==> src/rtl/spi_flash_reader.sv <==
// rtl/spi_flash_reader.sv - Wishbone read-only bridge to an SPI NOR flash (READ 0x03, mode 0)
`timescale 1ns/1ps
module spi_flash_reader #(
  parameter int CLK_DIV      = 2,
  parameter int IDLE_TIMEOUT = 16
) (
  input  logic        clk_i,
  input  logic        rst_ni,
  input  logic [23:0] wb_adr_i,
  input  logic        wb_cyc_i,
  input  logic        wb_stb_i,
  input  logic        wb_we_i,
  output logic [7:0]  wb_dat_o,
  output logic        wb_ack_o,
  output logic        wb_err_o,
  output logic        sck_o,
  output logic        ss_o,
  output logic        mosi_o,
  input  logic        miso_i,
  output logic        busy_o
);

  localparam int DW = (CLK_DIV > 1) ? $clog2(CLK_DIV) : 1;
  localparam int GW = $clog2(2 * CLK_DIV);
  localparam int HW = $clog2(IDLE_TIMEOUT + 1);
  localparam logic [7:0] READ_CMD = 8'h03;

  typedef enum logic [2:0] {
    ST_IDLE, ST_CMD, ST_ADDR, ST_DATA, ST_ACK, ST_HOLD, ST_GAP
  } state_t;

  state_t        state_q, state_d;
  logic [DW-1:0] div_q, div_d;
  logic [4:0]    bit_q, bit_d;
  logic [30:0]   sh_q, sh_d;
  logic [7:0]    rx_q, rx_d;
  logic [7:0]    dat_q, dat_d;
  logic [23:0]   cur_adr_q, cur_adr_d;
  logic [23:0]   last_adr_q, last_adr_d;
  logic [HW-1:0] hold_q, hold_d;
  logic [GW-1:0] gap_q, gap_d;
  logic          sck_q, sck_d, ss_q, ss_d, mosi_q, mosi_d;
  logic          ack_q, ack_d, err_q, err_d;

  logic req, rd_req, wr_req, seq, tick, rise, fall, start, resume;

  assign req    = wb_cyc_i & wb_stb_i & ~ack_q & ~err_q;
  assign rd_req = req & ~wb_we_i;
  assign wr_req = req & wb_we_i;
  assign seq    = (wb_adr_i == last_adr_q + 24'd1);
  assign tick   = (div_q == DW'(CLK_DIV - 1));
  assign rise   = tick & ~sck_q;
  assign fall   = tick & sck_q;

  always_ff @(posedge clk_i) begin
    if (!rst_ni) begin
      state_q    <= ST_IDLE;
      div_q      <= '0;
      bit_q      <= '0;
      sh_q       <= '0;
      rx_q       <= '0;
      dat_q      <= '0;
      cur_adr_q  <= '0;
      last_adr_q <= '0;
      hold_q     <= '0;
      gap_q      <= '0;
      sck_q      <= 1'b0;
      ss_q       <= 1'b1;
      mosi_q     <= 1'b0;
      ack_q      <= 1'b0;
      err_q      <= 1'b0;
    end else begin
      state_q    <= state_d;
      div_q      <= div_d;
      bit_q      <= bit_d;
      sh_q       <= sh_d;
      rx_q       <= rx_d;
      dat_q      <= dat_d;
      cur_adr_q  <= cur_adr_d;
      last_adr_q <= last_adr_d;
      hold_q     <= hold_d;
      gap_q      <= gap_d;
      sck_q      <= sck_d;
      ss_q       <= ss_d;
      mosi_q     <= mosi_d;
      ack_q      <= ack_d;
      err_q      <= err_d;
    end
  end

  always_comb begin
    state_d    = state_q;
    div_d      = div_q;
    bit_d      = bit_q;
    sh_d       = sh_q;
    rx_d       = rx_q;
    dat_d      = dat_q;
    cur_adr_d  = cur_adr_q;
    last_adr_d = last_adr_q;
    hold_d     = hold_q;
    gap_d      = gap_q;
    sck_d      = sck_q;
    ss_d       = ss_q;
    mosi_d     = mosi_q;
    ack_d      = 1'b0;
    err_d      = wr_req;
    start      = 1'b0;
    resume     = 1'b0;

    // Half-period engine shared by every shifting state
    if (state_q inside {ST_CMD, ST_ADDR, ST_DATA}) begin
      div_d = tick ? '0 : div_q + 1'b1;
      sck_d = sck_q ^ tick;
    end

    case (state_q)
      ST_IDLE: start = rd_req;
      ST_CMD, ST_ADDR: begin
        if (fall) begin
          sh_d   = {sh_q[29:0], 1'b0};
          mosi_d = sh_q[30];
          bit_d  = bit_q + 1'b1;
          if (state_q == ST_CMD && bit_q == 5'd7) state_d = ST_ADDR;
          if (state_q == ST_ADDR && bit_q == 5'd31) begin
            state_d = ST_DATA;
            mosi_d  = 1'b0;
            bit_d   = '0;
          end
        end
      end
      ST_DATA: begin
        if (rise) rx_d = {rx_q[6:0], miso_i};
        if (fall) begin
          bit_d = bit_q + 1'b1;
          if (bit_q == 5'd7) begin
            state_d    = ST_ACK;
            ack_d      = 1'b1;
            dat_d      = rx_q;
            last_adr_d = cur_adr_q;
            hold_d     = '0;
            bit_d      = '0;
          end
        end
      end
      ST_ACK: begin
        state_d = ST_HOLD;
        hold_d  = hold_q + 1'b1;
      end
      ST_HOLD: begin
        // Timeout wins over a request arriving on the same edge
        if (hold_q >= HW'(IDLE_TIMEOUT - 1)) begin
          state_d = ST_GAP;
          ss_d    = 1'b1;
          gap_d   = '0;
        end else if (rd_req && seq) begin
          resume = 1'b1;
        end else if (rd_req) begin
          state_d = ST_GAP;
          ss_d    = 1'b1;
          gap_d   = '0;
        end else begin
          hold_d = hold_q + 1'b1;
        end
      end
      ST_GAP: begin
        if (gap_q == GW'(2 * CLK_DIV - 1)) begin
          state_d = ST_IDLE;
          start   = rd_req;
        end else begin
          gap_d = gap_q + 1'b1;
        end
      end
      default: state_d = ST_IDLE;
    endcase

    if (start) begin
      state_d   = ST_CMD;
      sh_d      = {READ_CMD[6:0], wb_adr_i};
      cur_adr_d = wb_adr_i;
      mosi_d    = READ_CMD[7];
      ss_d      = 1'b0;
      sck_d     = 1'b0;
      div_d     = '0;
      bit_d     = '0;
    end
    if (resume) begin
      state_d   = ST_DATA;
      cur_adr_d = wb_adr_i;
      mosi_d    = 1'b0;
      sck_d     = 1'b0;
      div_d     = '0;
      bit_d     = '0;
    end
  end

  assign wb_dat_o = dat_q;
  assign wb_ack_o = ack_q;
  assign wb_err_o = err_q;
  assign sck_o    = sck_q;
  assign ss_o     = ss_q;
  assign mosi_o   = mosi_q;
  assign busy_o   = ~ss_q | (state_q == ST_GAP);

endmodule
==> config.mk <==
export PLATFORM = sky130hd
export DESIGN_NAME = spi_flash_reader
export DESIGN_NICKNAME = d
export VERILOG_FILES = /design/src/rtl/spi_flash_reader.sv
export SDC_FILE = /design/constraint.sdc
export NUM_CORES = 1
export LEC_CHECK = 0
export ABC_AREA = 1
export CELL_PAD_IN_SITES_DETAIL_PLACEMENT = 1
export CELL_PAD_IN_SITES_GLOBAL_PLACEMENT = 1
export CORE_MARGIN = 1
export CORE_UTILIZATION = 45
export DETAILED_ROUTE_END_ITERATION = 6
export PLACE_DENSITY_LB_ADDON = 0.1
export SLEW_MARGIN = 0
export SYNTH_ARGS = -nofsm -noshare
export SYNTH_HDL_FRONTEND = slang
export SYNTH_SLANG_ARGS = --single-unit
==> constraint.sdc <==
create_clock -name clk_i -period 5.73 [get_ports clk_i]
set_clock_uncertainty 0.2 [all_clocks]
set_input_delay 0.8595 -clock clk_i [delete_from_list [all_inputs] [get_ports clk_i]]
set_output_delay 0.8595 -clock clk_i [all_outputs]
set_load 0.02 [all_outputs]
==> out/results.ini, run 1 <==
[die]
dieHeight_um = 117.7
die_w_um = 117.7
core-area_um2 = 12820
rows = 41
io_pins = 44
start_util_pct = 46.97
dieArea_um2 = 13850

[outcome]
status = finished clean

[clock_network]
htreeDepth = 4
cts_tree = built
cts_made_buffers = 17
post_cts_resize_count = 0
insertion_delay_ps = 420
clock-sinks = 116
post-cts-setup-buffers = 0
root_buffer = clkbuf_16
clockBufferDepth = 2
clkSlewWorstSetupHoldPaths_ps = 60
postCtsHoldBufs = 0

[synthesis]
synth_fp_nets = 940
netlist_area_um2 = 6023
synth_seq_cells = 116
ys_seq_area_share_pct = 38.55
syn_avg_cell_area_um2 = 6.678
ys_warn_count = 0
synth.distinct_cells = 42
synth_cells = 902

[timing]
min_period_over_period_pct = 59.06
max-slew-margin-rel_pct = 39.77
min_period_ps = 3384
max_freq_mhz = 295.5
worst_slew_pin_slew_ps = 897.9
setup_ws_ps = 2346
final-setup-viol-count = 0
drv_slew = 0
rsz0062_at_grt = false
finalHoldViolations = 0
hold_slack_ps = 266.8
fin_tns_setup_ps = 0

[detailed_routing]
drc = 0
wl_per_cell_um = 17.06
routed_via_density = 5.328
drt_iter0_drc = 435
dr.pass1.iters = 5
wl_um = 19100
antenna_left = 0
vias = 5962

[place]
dp_slack_ps = 1984
globalplace.congestion = 0.9028
io_buffers = 43
placedCellCount = 1089
dpl.hpwl_um = 13640

[layout]
seqCellArea_um2 = 2322
instances_no_fill = 1119
final_layout_size_suffix_gt1_share_pct = 9.609
final_cell_mix = nand2_1, nor2_1, inv_1, dfxtp_1, o21ai_0
multiInputGateArea_um2 = 3043
fillers = 1687
final_common_cell = nand2_1
n_antenna_cell = 0
synthToLayoutAreaGrowth_pct = 18.38
final_nets = 974

[setup_path]
end_kind = flip-flop
cp-start-kind = input port
worstPathRequired_ps = 5830
crit_type = input port to flip-flop
crit_chain = clkdlybuf4s50_1 -> inv_1 -> nand2_1 -> nand2_1 -> nor2_1 -> nand3_1 -> nor2_1 -> nand2_1 -> nor2_1 -> nand2_1 -> nor2_4 -> nand4_4 -> nand2_4 -> inv_4 -> nand2_8 -> nand2_1 -> o21ai_0 -> inv_1
slowest_stage = clkdlybuf4s50_1
crit_path_max_incr_delay_ps = 540
worstPathMaxFanout = 26
cpMostUsedCell = nand2_1
critPathArrivalTime_ps = 3480

[global_route]
grt.overflow.total = 0
first_global_vias = 6196
grt_max_degree = 69
antenna_found_initial = 0
grt_usage_pct = 28.76
grt_pass1_wl_um = 31350

[hold_path]
hold_class = flip-flop to flip-flop

[power_and_ir_drop]
leakage_nw = 3.133
power.density_nw_per_um2 = 321.9
ir_drop_v = 0.0002451

[flow_run]
maxCapViolations = 0

==> path summary, 6_finish.rpt <==
kind | from | endpoint | slack [ps] | cells past startpoint
setup / recovery | wb_adr_i[1] | cur_adr_q[7]$_SDFFE_PN0P_ | 2350 | 18
hold / removal | sh_q[28]$_SDFFE_PP0P_ | sh_q[28]$_SDFFE_PP0P_ | 270 | 2
setup reg to reg | last_adr_q[0]$_SDFFE_PN0P_ | cur_adr_q[7]$_SDFFE_PN0P_ | 2470 | 16
hold reg to reg | sh_q[28]$_SDFFE_PP0P_ | sh_q[28]$_SDFFE_PP0P_ | 270 | 2
==> layer usage <==
| layer | track usage, % | part of all wire (%) | wire length [um] | vias to the layer above |
|---|---|---|---|---|
| met1 | 37.43 | 47 | 8999 | 2924 |
| met3 | 5.814 | 3.4 | 647 | 26 |
| met2 | 47.54 | 48 | 9213 | 108 |
| met4 | 9.135 | 1.2 | 235 | 0 |
| met5 | 0 | 0 | 0 | - |
| li1 | - | - | - | 2904 |
==> synthesized netlist by cell type <==
cell	number	area share (%)
a21oi_1	35	2.9
inv_1	118	7.4
inv_4	1	0.10
buf_12	1	0.33
buf_2	1	0.083
a32oi_1	1	0.15
nor2_4	6	1.1
a31oi_1	1	0.10
o211ai_1	1	0.12
nor2_1	136	8.5
o21ai_1	1	0.083
nand3_1	48	4.0
nand2_4	1	0.19
ha_1	8	1.7
o21ai_0	88	7.3
dfxtp_1	116	39
clkinv_1	2	0.12
nor3b_1	2	0.25
clkbuf_4	1	0.12
nor2_2	5	0.52
nor4_1	1	0.10
o21bai_1	4	0.50
nand2_2	15	1.6
nand2_1	199	12
o221ai_1	8	1.2
o32ai_1	1	0.15
o21ai_2	11	1.6
buf_4	1	0.12
nand3b_1	5	0.62
inv_2	13	0.81
or2_2	2	0.21
buf_1	5	0.31
a31o_2	1	0.15
a211oi_1	1	0.12
xnor2_1	11	1.6
xor2_1	8	1.2
nand2_8	1	0.33
buf_6	1	0.19
nor3_1	10	0.83
nand4_1	7	0.73
clkbuf_1	23	1.4
nand4_4	1	0.35
==> power by group <==
part	internal, mW	total [mW]	switching [mW]
Clock	0.689	1.06	0.373
Sequential	0.871	0.909	0.0381
Combinational	0.117	0.324	0.207
Total	1.68	2.30	0.618
==> cells by family (layout without fill, tap and decap cells) <==
logic type               Yosys count  after routing  share of synthesized area (%)
flip-flops                       116            116                          38.55
XOR/XNOR                          19             19                          2.763
adder cells (fa/ha/maj)            8              8                          1.662
AND/OR/NAND/NOR                  439            439                          31.68
AO/OA/AOI/OAI                    153            153                          14.35
buffers and inverters            167            212                          10.99
==> worst max-delay path: cells and delay by family <==
family	cells	cell delay, ps
AO/OA/AOI/OAI	1	110
buffers and inverters	4	830
AND/OR/NAND/NOR	13	1670
==> state kept, by name (all words and copies together), names as in the netlist, 2 cells and up <==
signal and count:
gap_q 2, hold_q 5, bit_q 5, state_q 3, last_adr_q 24, wb_dat_o 8
rx_q 8, cur_adr_q 24, sh_q 31
==> area by class of cell <==
type                    instances  share of cell area (%)
multi-input cells             619                   42.67
flip-flops and latches        116                   32.57
inverters                     134                   7.089
repair buffers                 48                   6.492
clock buffers                  21                   6.317
well taps                     172                   3.018
clock inverters                 9                   1.842
==> stage by stage <==
step                power (mW)  area, um^2  utilization (%)
global placement         1.219        6549            51.06
CTS                      2.310        7131            55.60
floorplan                1.134        6023                -
detailed placement       1.239        6549            51.06
global route             2.393        7131            55.60
finish                   2.296        7131            55.60
Note: power is estimated with default switching activity, not from simulation.
==> run 2, diff against run 1 <==
Settings changed: CORE_UTILIZATION 45 to 42.
Clock period 5.73 ns to 3.37 ns, I/O delays scaled along.
==> run 2 against run 1 <==
  * Sequential cell count did not move
  * Count of clock-buffer cells in the layout rose by 2
  * Global-route usage fell by 1.8 points
  * Largest cell class unchanged
  * Routed wire length fell by 2.5%
  * Die area rose by 7.0%
  * Sequential power rose by 71%
  * Via count fell by 1.1%
  * Critical path type is now flip-flop to flip-flop
==> out/results.ini, run 2 (same netlist as run 1, synthesis figures left out) <==
[setup_path]
r2r-start = last_adr_q[0]$_SDFFE_PN0P_
ff2ff_path_depth = 16  ; unchanged
cp-start-kind = flip-flop
critPathArrivalTime_ps = 3080  ; -400 ps
startpoint = last_adr_q[0]$_SDFFE_PN0P_
slowest_stage = dfxtp_1
r2r_slack_ps = 390  ; -2080 ps
cpMostUsedCell = nand2_1
crit_type = flip-flop to flip-flop
worstPathMaxFanout = 25  ; -3.8%
end_kind = flip-flop
worstPathRequired_ps = 3470  ; -2360 ps
crit_path_max_incr_delay_ps = 390  ; -150 ps
crit_chain = ha_1 -> nand2_1 -> nor2_4 -> nand3_1 -> o21bai_1 -> nand2_1 -> nor2_1 -> nand2_1 -> nor2_2 -> nand4_4 -> nand2_4 -> inv_4 -> nand2_8 -> nand2_1 -> o21ai_0 -> inv_1

[timing]
drv_slew = 0  ; unchanged
max_freq_mhz = 335.5
hold_slack_ps = 179.1  ; -87.72 ps
min_period_over_period_pct = 88.44
max-slew-margin-rel_pct = 43.56  ; +3.8 points
worst_slew_pin_slew_ps = 845.7  ; -52.20 ps
final-setup-viol-count = 0  ; unchanged
fin_tns_setup_ps = 0  ; unchanged
rsz0062_at_grt = false
finalHoldViolations = 0  ; unchanged
min_period_ps = 2981

[global_route]
first_global_vias = 6122  ; -1.2%
grt_usage_pct = 26.91  ; -1.8 points
grt_pass1_wl_um = 30710  ; -2.1%
grt.overflow.total = 0  ; unchanged
antenna_found_initial = 0  ; unchanged
grt_max_degree = 64  ; -7.2%

[detailed_routing]
top_layer = met4
routed_via_density = 5.200  ; -2.4%
wl_per_cell_um = 16.41  ; -3.8%
m1WireLength_um = 8765  ; -2.6%
vias = 5897  ; -1.1%
drc = 0  ; unchanged
drt_iter0_drc = 315  ; -28%
dr_wl_met3_um = 630  ; -2.6%
wl_met2_um = 8944  ; -2.9%
dr.pass1.iters = 4  ; -1
antenna_left = 0  ; unchanged
wl_um = 18610  ; -2.5%

[layout]
final_core_util_pct = 51.95  ; -3.6 points
synthToLayoutAreaGrowth_pct = 20.19
fillers = 1819  ; +7.8%
largestRegisters = sh_q x31, cur_adr_q x24, last_adr_q x24
largest_reg_flops = 31  ; unchanged
final_cell_mix = nand2_1, nor2_1, inv_1, dfxtp_1, o21ai_0
regMostFlops = sh_q
n_antenna_cell = 0  ; unchanged
multiInputGateArea_um2 = 3043  ; unchanged
final_common_cell = nand2_1
final_nets = 979  ; +0.51%
seqCellArea_um2 = 2322  ; unchanged
final_layout_size_suffix_gt1_share_pct = 10.17  ; +0.56 points

[outcome]
status = finished clean

[die]
die_w_um = 121.8  ; +3.4%
start_util_pct = 43.23  ; -3.7 points
core-area_um2 = 13930  ; +8.7%
dieArea_um2 = 14820  ; +7.0%
rows = 43  ; +4.9%
dieHeight_um = 121.8  ; +3.4%
io_pins = 44  ; unchanged

[power_and_ir_drop]
switching_share_pct = 25.68  ; -1.2 points
pwr-share-seq_pct = 37.9  ; -1.7 points
leakage_nw = 3.178  ; +1.4%
p_switching_mw = 1.048  ; +70%
internal_power_mw = 3.033  ; +81%
comb_power_share_pct = 13.5  ; -0.6 points
ir_drop_v = 0.0004167  ; +70%
power.density_nw_per_um2 = 563.7  ; +75%
clkPwrFrac_pct = 48.6  ; +2.3 points

[clock_network]
clock-sinks = 116  ; unchanged
insertion_delay_ps = 420  ; about the same
post_cts_resize_count = 0  ; unchanged
cts_tree = built
clkSlewWorstSetupHoldPaths_ps = 50  ; about the same
htreeDepth = 4  ; unchanged
cts_made_buffers = 17  ; unchanged
postCtsHoldBufs = 0  ; unchanged
clockBufferDepth = 2  ; unchanged
post-cts-setup-buffers = 0  ; unchanged
root_buffer = clkbuf_16

[place]
io_buffers = 43  ; unchanged
globalplace.congestion = 0.8541  ; -5.4%
dpl.hpwl_um = 13520  ; -0.85%

[hold_path]
min_path_cells = 2  ; unchanged
hold_class = input port to flip-flop
hold_path.startpoint = rst_ni

[flow_run]
maxCapViolations = 0  ; unchanged

run 2: worst max-delay path: cells and delay by family, from the launching register on:
kind / cells / cell delay (ps)
AO/OA/AOI/OAI: 2 / 260
AND/OR/NAND/NOR: 11 / 1590
buffers and inverters: 2 / 160
adder cells (fa/ha/maj): 1 / 250
flip-flops: 1 / 390
run 2: layout make-up:
| cell class | count | share of cell area [%] |
|---|---|---|
| timing repair buffer | 53 | 6.913 |
| multi-input combinational | 619 | 42.03 |
| inverter | 134 | 6.982 |
| clock inverter | 9 | 2.420 |
| sequential | 116 | 32.08 |
| tap | 180 | 3.111 |
| clock buffer | 23 | 6.464 |
run 2: power groups by stage:
stage               registers [mW]  clock network (mW)  logic (mW)
floorplan                     1.56                   0       0.366
CTS                           1.54                2.00       0.556
finish                        1.55                1.98       0.553
global route                  1.56                2.07       0.626
detailed placement            1.57                   0       0.541
global placement              1.57                   0       0.516
run 2: worst paths after layout:
check,to
min,ss_o$_SDFFE_PN1P_
min reg2reg,sh_q[30]$_SDFFE_PP0P_
max,cur_adr_q[12]$_SDFFE_PN0P_
max reg2reg,cur_adr_q[12]$_SDFFE_PN0P_
run 2: stage by stage:
step	worst slack [ps]	power (mW)	instances	instance area, um^2
after floorplan	1017	1.928	902	6023
after global placement	228.0	2.081	1102	6596
after detailed placement	198.2	2.112	1102	6596
after CTS	364.9	4.101	1134	7239
after global routing	169.9	4.255	1134	7239
final	389.4	4.081	1134	7239
run 2: metal layers:
metal / vias up / track usage, %
li1: 2916 / -
met3: 20 / 4.963
met5: - / 0
met1: 2874 / 34.95
met4: 0 / 7.870
met2: 87 / 45.20
==> run 3, diff against run 2 <==
Settings changed: CORE_UTILIZATION 42 to 38.
Clock period 3.37 ns to 2.5 ns, I/O delays scaled along.
==> run 3 against run 2 <==
  * The flow now finishes with violations (negative setup slack)
  * Clock power grew 21%
  * Sequential cell count is the same
  * Sequential share of layout area shrank 3.1 points
  * Final area grew 11%
  * Count of clock-buffer cells in the layout shrank 3
  * Die area grew 10%
  * Cell count grew 8.6%
  * Via count grew 2.9%
  * Power grew 31%
  * First-iteration DRC count grew 16%
  * Hold slack gained 82 ps
  * Largest power group unchanged
==> out/results.ini, run 3 (same netlist as run 1, synthesis figures left out) <==
[power_and_ir_drop]
power.density_nw_per_um2 = 667.4  ; +18%
ir_drop_v = 0.0005506  ; +32%
leakage_nw = 3.581  ; +13%
finalPower_mw = 5.359  ; +31%

[timing]
drv_slew = 0  ; unchanged
max_freq_mhz = 390.5  ; +16%
final-setup-viol-count = 33  ; +33
fin_tns_setup_ps = -942.4  ; -942.4 ps
setup_ws_ps = -60.76  ; -450.2 ps
min_period_over_period_pct = 102.4  ; +14 points
worst_slew_pin_slew_ps = 694.2  ; -151.5 ps
finalHoldViolations = 0  ; unchanged
rsz0062_at_grt = true
min_period_ps = 2561  ; -419.8 ps
max-slew-margin-rel_pct = 53.72  ; +10 points

[setup_path]
end_kind = flip-flop
critPathArrivalTime_ps = 2670  ; -410 ps
r2r-start = last_adr_q[0]$_SDFFE_PN0P_
crit_chain = ha_4 -> nand3_2 -> buf_4 -> nor2_2 -> nand3b_1 -> nand2_1 -> nand2_1 -> nor2_2 -> nand2_2 -> nor2_4 -> nand4_4 -> nand2_4 -> inv_8 -> buf_12 -> o21ai_2 -> nor2_1
slowest_stage = dfxtp_2
r2r_slack_ps = -60  ; -450 ps
worstSetupPathDepth = 16  ; unchanged
ff2ff_path_depth = 16  ; unchanged
worst_r2r_endpoint = cur_adr_q[5]$_SDFFE_PN0P_
startpoint = last_adr_q[0]$_SDFFE_PN0P_
crit_family = simple AND/OR/NAND/NOR gates
worstPathMaxFanout = 7  ; -72%
worstPathBufferInverterCount = 3  ; +1
crit_type = flip-flop to flip-flop
worstPathRequired_ps = 2610  ; -860 ps
endpoint = cur_adr_q[5]$_SDFFE_PN0P_
crit_path_max_incr_delay_ps = 350  ; -40 ps
cp-start-kind = flip-flop

[place]
post_dp_cell_area_um2 = 7151  ; +8.4%
placedCellCount = 1195  ; +8.4%
io_buffers = 43  ; unchanged
dpl.hpwl_um = 14050  ; +3.9%
globalplace.congestion = 0.8363  ; -2.1%
dp_slack_ps = -416.4  ; -614.6 ps

[outcome]
violations = negative setup slack
status = complete, but fails checks

[detailed_routing]
dr.pass1.iters = 4  ; unchanged
drc = 0  ; unchanged
routed_via_density = 4.929  ; -5.2%
vias = 6067  ; +2.9%
wl_per_cell_um = 15.92  ; -3.0%
drt_iter0_drc = 366  ; +16%
antenna_left = 0  ; unchanged
wl_um = 19590  ; +5.3%

[global_route]
grt_usage_pct = 25.10  ; -1.8 points
antenna_found_initial = 0  ; unchanged
grt.overflow.total = 0  ; unchanged
grt_pass1_wl_um = 31930  ; +4.0%
grt_max_degree = 37  ; -42%
first_global_vias = 6393  ; +4.4%

[layout]
synthToLayoutAreaGrowth_pct = 33.30
largestRegisters = sh_q x31, cur_adr_q x24, last_adr_q x24
regMostFlops = sh_q
final_cell_mix = nand2_1, nor2_1, inv_1, dfxtp_1, o21ai_0
instances_no_fill = 1231  ; +8.6%
fin_area_um2 = 8029  ; +11%
n_antenna_cell = 0  ; unchanged
final_layout_size_suffix_gt1_share_pct = 20.29  ; +10 points
largest_reg_flops = 31  ; unchanged
final_nets = 1046  ; +6.8%
final_common_cell = nand2_1

[clock_network]
clock-sinks = 116  ; unchanged
htreeDepth = 4  ; unchanged
clockBufferDepth = 2  ; unchanged
cts_tree = built
postCtsHoldBufs = 0  ; unchanged
clkSlewWorstSetupHoldPaths_ps = 60  ; about the same
insertion_delay_ps = 410  ; about the same
root_buffer = clkbuf_16
cts_made_buffers = 17  ; unchanged

[hold_path]
hold_class = flip-flop to flip-flop

[die]
io_pins = 44  ; unchanged
rows = 45  ; +4.7%
dieArea_um2 = 16360  ; +10%
die_w_um = 127.9  ; +5.0%
dieHeight_um = 127.9  ; +5.0%
start_util_pct = 39.33  ; -3.9 points
core-area_um2 = 15310  ; +9.9%

[flow_run]
maxCapViolations = 0  ; unchanged

[run 3: cell count changes in the layout (fill, tap and decap cells not counted), sizes merged]
cell	before	now
buf	11	76
bufinv	5	2
clkbuf	23	20
clkinv	4	7
inv	132	134
nand2	216	218
[run 3: area by class of cell]
type	count	area, um^2
fill	1975	7286
tap	211	264.0
sequential	116	2327
clock inverter	11	128.9
multi-input combinational	621	3278
timing repair buffer	118	1074
inverter	134	510.5
clock buffer	20	446.7
[run 3: worst min-delay path by stage]
stage                                     from                          to  depth (start not counted)
detailed placement  cur_adr_q[15]$_SDFFE_PN0P_  cur_adr_q[15]$_SDFFE_PN0P_                          2
global placement         sh_q[29]$_SDFFE_PP0P_       sh_q[30]$_SDFFE_PP0P_                          2
global route             sh_q[29]$_SDFFE_PP0P_       sh_q[30]$_SDFFE_PP0P_                          2
CTS                                     rst_ni           ss_o$_SDFFE_PN1P_                          2
floorplan           cur_adr_q[10]$_SDFFE_PN0P_  cur_adr_q[10]$_SDFFE_PN0P_                          2
finish                   sh_q[29]$_SDFFE_PP0P_       sh_q[30]$_SDFFE_PP0P_                          2
[run 3: where the power goes]
part           leakage (nW)  internal (mW)  switching [mW]
sequential            0.943           2.00          0.0881
clock                 0.277           1.49           0.908
combinational          2.36          0.357           0.516
[run 3: timing repair]
action,4_1_cts,5_1_grt
pin swaps,11,10
cloned,3,0
setup endpoints to repair,39,41
buffers inserted,2,1
gates resized for setup,50,26
[run 3: metrics by stage]
step	hold slack, ps	utilization (%)
floorplan	237.5	-
CTS	260.7	51.84
global placement	247.2	46.69
global route	278.6	52.43
finish	261.2	52.43
detailed placement	258.8	46.69
[run 3: worst reg2reg max path, delay by kind of cell, from the launching register on]
family | cells | cell delay [ps]
compound gates | 1 | 110
fa+ha+maj | 1 | 180
buf+inv | 3 | 390
flops | 1 | 350
simple gates | 11 | 1210
[run 3: per-layer routing]
metal | vias up | routed length (um) | global-route usage [%]
met3 | 19 | 547 | 3.881
met4 | 0 | 238 | 6.990
met1 | 2911 | 9004 | 31.80
li1 | 3058 | - | -
met2 | 79 | 9802 | 44.05
met5 | - | 0 | 0
